[src/rtl/fetch_multi_pkg.sv]
// Shared definitions for the multi-outstanding instruction fetch unit.
// Optional feature macro: FETCH_MULTI_PREDICT_EN adds the branch-prediction
// fields to each buffered entry and enables predicted redirects.
package fetch_multi_pkg;

    // Fetch sequencer states
    typedef enum logic [1:0] {
        START = 2'd0,
        FETCH = 2'd1,
        WAIT  = 2'd2
    } state_t;

    localparam int INST_W      = 32;
    localparam int PC_W        = 32;
    localparam int PRED_ADDR_W = 32;
    localparam int FLAG_W      = 3;

`ifdef FETCH_MULTI_PREDICT_EN
    localparam int PRED_W = 1 + PRED_ADDR_W;
`else
    localparam int PRED_W = 0;
`endif

    // Full entry is 100 bits with prediction, 67 bits without
    localparam int ENTRY_W = INST_W + PC_W + FLAG_W + PRED_W;
    localparam int REQ_W   = PC_W + 2;

    // Per-request bookkeeping held while a memory access is in flight
    typedef struct packed {
        logic            kernel;
        logic            paging;
        logic [PC_W-1:0] pc;
    } req_t;

    // One instruction buffer entry
    typedef struct packed {
`ifdef FETCH_MULTI_PREDICT_EN
        logic                   predict;
        logic [PRED_ADDR_W-1:0] predict_addr;
`endif
        logic                   pagefault;
        logic                   kernel;
        logic                   paging;
        logic [PC_W-1:0]        pc;
        logic [INST_W-1:0]      inst;
    } entry_t;

    // Fetch addresses are always word aligned
    function automatic logic [PC_W-1:0] align_word(input logic [PC_W-1:0] addr);
        return addr & 32'hFFFF_FFFC;
    endfunction

endpackage

[src/rtl/fetch_multi_fifo.sv]
// Small synchronous FIFO with a combinational head, a synchronous clear and
// an occupancy count. Used both as the in-flight address queue and as the
// instruction buffer of fetch_multi.
module fetch_multi_fifo
    import fetch_multi_pkg::*;
#(
    parameter int WIDTH = 32,
    parameter int DEPTH = 4
) (
    input  logic                   clock,
    input  logic                   reset,
    input  logic                   clear,
    input  logic                   push,
    input  logic [WIDTH-1:0]       push_data,
    input  logic                   pop,
    output logic [WIDTH-1:0]       head_data,
    output logic [$clog2(DEPTH):0] count
);

    localparam int PTR_W = $clog2(DEPTH);
    localparam int CNT_W = PTR_W + 1;
    localparam logic [CNT_W-1:0] FULL_CNT = CNT_W'(DEPTH);

    logic [WIDTH-1:0] mem [DEPTH];
    logic [PTR_W-1:0] rd_ptr;
    logic [PTR_W-1:0] wr_ptr;
    logic             pop_ok;
    logic             push_ok;

    assign pop_ok    = pop && (count != '0);
    assign push_ok   = push && ((count != FULL_CNT) || pop_ok);
    assign head_data = mem[rd_ptr];

    // Storage array; a clear in the same cycle discards the incoming word
    always_ff @(posedge clock) begin
        if (push_ok && !clear) begin
            mem[wr_ptr] <= push_data;
        end
    end

    // Pointer and occupancy bookkeeping
    always_ff @(posedge clock or posedge reset) begin
        if (reset) begin
            rd_ptr <= '0;
            wr_ptr <= '0;
            count  <= '0;
        end else if (clear) begin
            rd_ptr <= '0;
            wr_ptr <= '0;
            count  <= '0;
        end else begin
            if (push_ok) begin
                wr_ptr <= wr_ptr + PTR_W'(1);
            end
            if (pop_ok) begin
                rd_ptr <= rd_ptr + PTR_W'(1);
            end
            case ({push_ok, pop_ok})
                2'b10:   count <= count + CNT_W'(1);
                2'b01:   count <= count - CNT_W'(1);
                default: count <= count;
            endcase
        end
    end

endmodule

[src/rtl/fetch_multi.sv]
// Multi-outstanding instruction fetch unit: issues sequential word fetches
// under a credit rule, matches in-order responses against an address queue,
// discards responses belonging to abandoned streams and presents buffered
// instructions in order.
// Optional feature macro: FETCH_MULTI_PREDICT_EN (predicted-taken responses
// redirect the fetch stream and carry their prediction to the consumer).
module fetch_multi
    import fetch_multi_pkg::*;
#(
    parameter int          P_DEPTH           = 4,
    parameter logic [31:0] P_RESET_PC        = 32'h0000_0000,
    parameter int          P_MAX_OUTSTANDING = 4
) (
    input  logic        iCLOCK,
    input  logic        iRESET,
    input  logic        iFLUSH,
    input  logic        iREDIRECT_VALID,
    input  logic [31:0] iREDIRECT_ADDR,
    input  logic        iKERNEL_MODE,
    input  logic        iPAGING_ENA,
    output logic        oMEM_REQ,
    output logic [31:0] oMEM_ADDR,
    input  logic        iMEM_BUSY,
    input  logic        iMEM_VALID,
    input  logic [31:0] iMEM_INST,
    input  logic        iMEM_PAGEFAULT,
    input  logic        iMEM_PRED_TAKEN,
    input  logic [31:0] iMEM_PRED_ADDR,
    output logic        oNEXT_VALID,
    output logic [31:0] oNEXT_INST,
    output logic [31:0] oNEXT_PC,
    output logic        oNEXT_PAGEFAULT,
    output logic        oNEXT_KERNEL,
    output logic        oNEXT_PAGING,
    output logic        oNEXT_PREDICT,
    output logic [31:0] oNEXT_PREDICT_ADDR,
    input  logic        iNEXT_LOCK,
    input  logic        iFETCH_STOP
);

    localparam int CNT_W = $clog2(P_DEPTH) + 1;
    localparam logic [CNT_W:0]   DEPTH_LIM = (CNT_W + 1)'(P_DEPTH);
    localparam logic [CNT_W-1:0] MAX_OUT   = CNT_W'(P_MAX_OUTSTANDING);

    state_t           state_q;
    state_t           state_d;
    logic [31:0]      pc_q;
    logic [31:0]      pc_d;
    logic [CNT_W-1:0] kill_q;
    logic [CNT_W-1:0] kill_d;
    logic [CNT_W-1:0] outstanding;
    logic [CNT_W-1:0] count;
    logic [CNT_W-1:0] kill_after;

    req_t             aq_push;
    req_t             aq_head;
    entry_t           buf_push;
    entry_t           buf_head;

    logic             resp_fire;
    logic             resp_keep;
    logic             drop_kill;
    logic             clear_buf;
    logic             credit_ok;
    logic             mem_req;
    logic             accept;
    logic             next_valid;
    logic             pop_head;
    logic             pred_hit;
    logic [31:0]      pred_target;

    // Responses only count while something is actually in flight, so stale
    // responses after a reset are ignored.
    assign resp_fire  = iMEM_VALID && (outstanding != '0);
    assign drop_kill  = (kill_q != '0);
    assign clear_buf  = iREDIRECT_VALID || iFLUSH;
    assign resp_keep  = resp_fire && !drop_kill && !clear_buf;
    assign kill_after = resp_fire ? (outstanding - CNT_W'(1)) : outstanding;

`ifdef FETCH_MULTI_PREDICT_EN
    assign pred_hit    = resp_keep && iMEM_PRED_TAKEN;
    assign pred_target = align_word(iMEM_PRED_ADDR);
`else
    logic unused_pred;
    assign pred_hit    = 1'b0;
    assign pred_target = 32'h0;
    assign unused_pred = ^{iMEM_PRED_TAKEN, iMEM_PRED_ADDR};
`endif

    // Issue only when the buffer is guaranteed room for every in-flight word
    assign credit_ok = (outstanding < MAX_OUT) &&
                       (({1'b0, outstanding} + {1'b0, count}) < DEPTH_LIM);
    assign mem_req   = (state_q == FETCH) && !iFETCH_STOP && !iFLUSH &&
                       !iREDIRECT_VALID && credit_ok && !pred_hit;
    assign accept    = mem_req && !iMEM_BUSY;

    assign next_valid = (count != '0);
    assign pop_head   = next_valid && !iNEXT_LOCK;

    assign oMEM_REQ  = mem_req;
    assign oMEM_ADDR = pc_q;

    assign aq_push.kernel = iKERNEL_MODE;
    assign aq_push.paging = iPAGING_ENA;
    assign aq_push.pc     = pc_q;

    assign buf_push.inst      = iMEM_INST;
    assign buf_push.pc        = aq_head.pc;
    assign buf_push.pagefault = iMEM_PAGEFAULT;
    assign buf_push.kernel    = aq_head.kernel;
    assign buf_push.paging    = aq_head.paging;
`ifdef FETCH_MULTI_PREDICT_EN
    assign buf_push.predict      = iMEM_PRED_TAKEN;
    assign buf_push.predict_addr = iMEM_PRED_ADDR;
`endif

    // In-flight request addresses; its occupancy is the outstanding count
    fetch_multi_fifo #(
        .WIDTH (REQ_W),
        .DEPTH (P_DEPTH)
    ) u_addrq (
        .clock     (iCLOCK),
        .reset     (iRESET),
        .clear     (1'b0),
        .push      (accept),
        .push_data (aq_push),
        .pop       (resp_fire),
        .head_data (aq_head),
        .count     (outstanding)
    );

    // Instruction buffer presented to the consumer
    fetch_multi_fifo #(
        .WIDTH (ENTRY_W),
        .DEPTH (P_DEPTH)
    ) u_ibuf (
        .clock     (iCLOCK),
        .reset     (iRESET),
        .clear     (clear_buf),
        .push      (resp_keep),
        .push_data (buf_push),
        .pop       (pop_head),
        .head_data (buf_head),
        .count     (count)
    );

    // Head entry outputs read zero whenever the buffer is empty
    assign oNEXT_VALID     = next_valid;
    assign oNEXT_INST      = next_valid ? buf_head.inst : 32'h0;
    assign oNEXT_PC        = next_valid ? buf_head.pc : 32'h0;
    assign oNEXT_PAGEFAULT = next_valid && buf_head.pagefault;
    assign oNEXT_KERNEL    = next_valid && buf_head.kernel;
    assign oNEXT_PAGING    = next_valid && buf_head.paging;
`ifdef FETCH_MULTI_PREDICT_EN
    assign oNEXT_PREDICT      = next_valid && buf_head.predict;
    assign oNEXT_PREDICT_ADDR = next_valid ? buf_head.predict_addr : 32'h0;
`else
    assign oNEXT_PREDICT      = 1'b0;
    assign oNEXT_PREDICT_ADDR = 32'h0;
`endif

    // Sequencer state, fetch PC and kill counter registers
    always_ff @(posedge iCLOCK or posedge iRESET) begin
        if (iRESET) begin
            state_q <= START;
            pc_q    <= P_RESET_PC;
            kill_q  <= '0;
        end else begin
            state_q <= state_d;
            pc_q    <= pc_d;
            kill_q  <= kill_d;
        end
    end

    // Next-state: redirect beats flush beats predicted redirect beats issue
    always_comb begin
        state_d = state_q;
        pc_d    = pc_q;
        kill_d  = kill_q;
        case (state_q)
            START:   state_d = FETCH;
            FETCH:   state_d = FETCH;
            WAIT:    state_d = WAIT;
            default: state_d = START;
        endcase
        if (iREDIRECT_VALID) begin
            pc_d    = align_word(iREDIRECT_ADDR);
            kill_d  = kill_after;
            state_d = FETCH;
        end else if (iFLUSH) begin
            kill_d  = kill_after;
            state_d = WAIT;
        end else if (pred_hit) begin
            pc_d   = pred_target;
            kill_d = kill_after;
        end else begin
            if (accept) begin
                pc_d = pc_q + 32'd4;
            end
            if (resp_fire && drop_kill) begin
                kill_d = kill_q - CNT_W'(1);
            end
        end
    end

endmodule

[config.mk]
export PLATFORM = sky130hd
export DESIGN_NAME = fetch_multi
export DESIGN_NICKNAME = d
export VERILOG_FILES = /design/src/rtl/fetch_multi_pkg.sv /design/src/rtl/fetch_multi_fifo.sv /design/src/rtl/fetch_multi.sv
export SDC_FILE = /design/constraint.sdc
export NUM_CORES = 1
export LEC_CHECK = 0
export BUFFER_PORTS_ARGS = -buffer_cell sky130_fd_sc_hd__buf_2
export CAP_MARGIN = 30
export CORE_ASPECT_RATIO = 1.1
export CORE_MARGIN = 2
export CORE_UTILIZATION = 51
export CTS_CLUSTER_DIAMETER = 120
export DETAILED_ROUTE_END_ITERATION = 8
export PLACE_DENSITY = 0.75
export RECOVER_POWER = 25
export SLEW_MARGIN = 10
export SYNTH_ARGS = -nofsm -noshare
export SYNTH_HDL_FRONTEND = slang
export SYNTH_SLANG_ARGS = --single-unit
export TNS_END_PERCENT = 30
[constraint.sdc]
create_clock -name iCLOCK -period 3.8 [get_ports iCLOCK]
set_clock_uncertainty 0.1 [all_clocks]
set_input_delay 0.76 -clock iCLOCK [delete_from_list [all_inputs] [get_ports iCLOCK]]
set_output_delay 0.76 -clock iCLOCK [all_outputs]
set_load 0.05 [all_outputs]
==> impl_metrics.csv <==
group,metric,value,unit
status,status,"finished, violations left",
status,violations,"max-capacitance violations, max-slew violations",
clocking,clkSinkCount,437,
placed_design,dp_hpwl,21740,um
timing,fin_crit,3373,ps
setup_path,startpoint_type,"flop",
clocking,path_clk_slew,60,ps
die,fp-row-count,71,
setup_path,path_cells,"buf_12 > mux4_2 > and2_1 > buf_2",
grt,grt_usage,19.12,%
synth,ys_warn_count,0,
setup_path,slowest_delay,700,ps
grt,antenna_found_initial,1,
route,vias,9136,
clocking,cts_htree_levels,2,
clocking,cts_resized,0,
die,start_util,51.76,%
timing,relSlewSlack,-23.03,%
timing,worstMarginPinSlew,1846,ps
finish,postLayoutCellArea,20470,um2
finish,post_route_cells_drive_above_1_share,28.28,%
finish,finalCoreUtilization,59.68,%
hold_path,hp-class,"in -> async",
placed_design,place_inst,1554,
grt,grt_pass1_vias,9256,
timing,post-route-period-util,88.77,%
grt,overflow,0,
timing,drv_slew,34,
timing,setup_slack,426.8,ps
setup_path,crit_end,"oNEXT_PC[22]",
finish,insertedDiodeCount,0,
synth,synth.avg_cell_area,18.53,um2
synth,synthCells,958,
clocking,cts_made_buffers,43,
clocking,cts_tree,"done",
setup_path,r2r-end,"u_addrq.mem[2][28]",
setup_path,rr_startpoint,"u_addrq.count[1]",
synth,ys_ff_latch,437,
die,fp.dieH,199.7,um
setup_path,r2r_slack,850,ps
die,io_pins,242,
synth,synth_ff_type,"edfxtp_1",
route,drt_wl_total,34530,um
power,irDropWorstVdd,312.8,uV
power,p_per_area,543.5,nW/um2
setup_path,cp-startpoint,"u_ibuf.rd_ptr[0]",
clocking,post-cts-setup-buffers,0,
finish,mostFrequentLayoutCells,"edfxtp_1 (388), buf_2 (134), mux4_2 (97)",
timing,max_freq,296.5,MHz
placed_design,dp_slack,612.0,ps
setup_path,crit_arrival,2510,ps
route,drt_pass1_iterations,5,
timing,setup_viol,0,
die,dieArea,36310,um2
timing,hold_viol,0,
clocking,clock_latency,530,ps
clocking,cts_hold_buf,0,
timing,rsz0062_at_grt,"no",
flow_run,maxCapViolCount,1,
synth,ys_seq_area_share,72.55,%
placed_design,port_buffers,169,
grt,grt_pass1_wl,52410,um
setup_path,cp_slowest_cell,"dfrtp_4",
synth,synth-edff-count,388,
route,via_per_inst,5.619,
finish,stdcell_count,1626,
setup_path,crit_type,"reg -> out",
clocking,clock_path_buffers,3,
finish,area_growth,15.30,%
placed_design,gp_congestion,0.8284,
route,drtIter0Drc,665,
setup_path,r2r.worst_path.cells,6,
setup_path,end_kind,"output pin",
die,core_area,34290,um2
synth,async_reset_ff_share,11.21,%
power,cellLeakagePower,7.161,nW
synth,yosysUniqueCellTypes,60,
setup_path,cp_max_fo,27,
finish,final_common_cell,"edfxtp_1",
placed_design,placedInstanceArea,19270,um2
power,design_power_total,11.12,mW
finish,nets,1287,
route,postRouteAntennaNets,0,
grt,grt_max_degree,68,
route,drcViolationCount,0,
route,wl_per_cell,21.24,um
clocking,cts_root_buf,"clkbuf_16",
synth,netlist_area,17750,um2
die,die_w,181.9,um
setup_path,required,2940,ps
logic make-up after synthesis:
group | share of synthesized area, %
DFF | 72.55
and+or+nand+nor | 7.000
muxes | 12.82
buffers and inverters | 2.982
AOI/OAI and AO/OA | 2.129
xor gates and xnor gates | 1.184
adders and majority gates | 1.311
other | 0.02113
critical path, delay by kind of cell (launching register included):
| kind | cells | cell delay [ps] |
|---|---|---|
| buffers and inverters | 2 | 510 |
| and+or+nand+nor | 1 | 180 |
| muxes | 1 | 590 |
| DFF | 1 | 700 |
flip-flops by register name (all words and copies together) (netlist names):
name / count
u_ibuf.mem: 260
u_addrq.mem: 128
oMEM_ADDR: 30
kill_q: 3
u_addrq.count: 3
u_ibuf.count: 3
state_q: 2
u_addrq.rd_ptr: 2
u_addrq.wr_ptr: 2
u_ibuf.rd_ptr: 2
u_ibuf.wr_ptr: 2
metal layers:
| layer | track usage (%) | vias to the layer above | wire length, um |
|---|---|---|---|
| met1 | 26.32 | 4661 | 14690 |
| met5 | 0 | - | 13 |
| met4 | 5.795 | 2 | 690 |
| met2 | 31.89 | 317 | 17220 |
| li1 | - | 4102 | - |
| met3 | 3.135 | 54 | 1917 |
cells in the mapped netlist, types with 5 or more instances:
cell type,n,area (um2)
a21oi_1,6,30.03
and2_1,75,469.2
and3_1,6,37.54
buf_2,9,45.04
buf_4,37,277.8
clkbuf_1,30,112.6
dfrtp_1,49,1226
edfxtp_1,388,11650
ha_1,17,212.7
inv_1,20,75.07
mux2i_1,8,80.08
mux4_2,97,2185
nand2_1,47,176.4
nand3_1,19,95.09
nand4_1,5,31.28
nor2_1,20,75.07
nor3_1,11,55.05
nor4_1,9,56.30
o21ai_0,24,120.1
xnor2_1,19,166.4
xor2_1,5,43.79
final cells by class:
cell class              count  area, um2
clock buffers              50       1112
clock inverters            22      145.1
fillers                  2518      13820
inverters                  21      78.83
multi-input cells         458       4489
flip-flops and latches    437      12890
well taps                 438      548.0
repair buffers            200       1206
power breakdown:
| group | switching, mW | internal (mW) | leakage [nW] |
|---|---|---|---|
| Clock | 1.68 | 2.16 | 0.606 |
| Combinational | 0.857 | 0.592 | 2.47 |
| Sequential | 0.244 | 5.59 | 4.09 |
| Total | 2.78 | 8.34 | 7.16 |
worst min path at each step:
stage          startpoint       endpoint  slack (ps)  cells after the start
3_5_place_dp   state_q[0]     state_q[1]         360                      1
2_1_floorplan  state_q[0]     state_q[1]         310                      1
5_1_grt            iRESET  oMEM_ADDR[27]         270                      2
3_3_place_gp   state_q[0]     state_q[1]         340                      1
6_report           iRESET  oMEM_ADDR[27]         230                      2
4_1_cts            iRESET  oMEM_ADDR[27]         110                      2
stage by stage:
step	hold slack [ps]	setup TNS (ps)
after floorplan	315.0	-18740
after global routing	272.2	0
final	225.5	0
after CTS	107.6	0
after global placement	335.8	0
after detailed placement	362.6	0
Power figures use the tool's default switching activity.
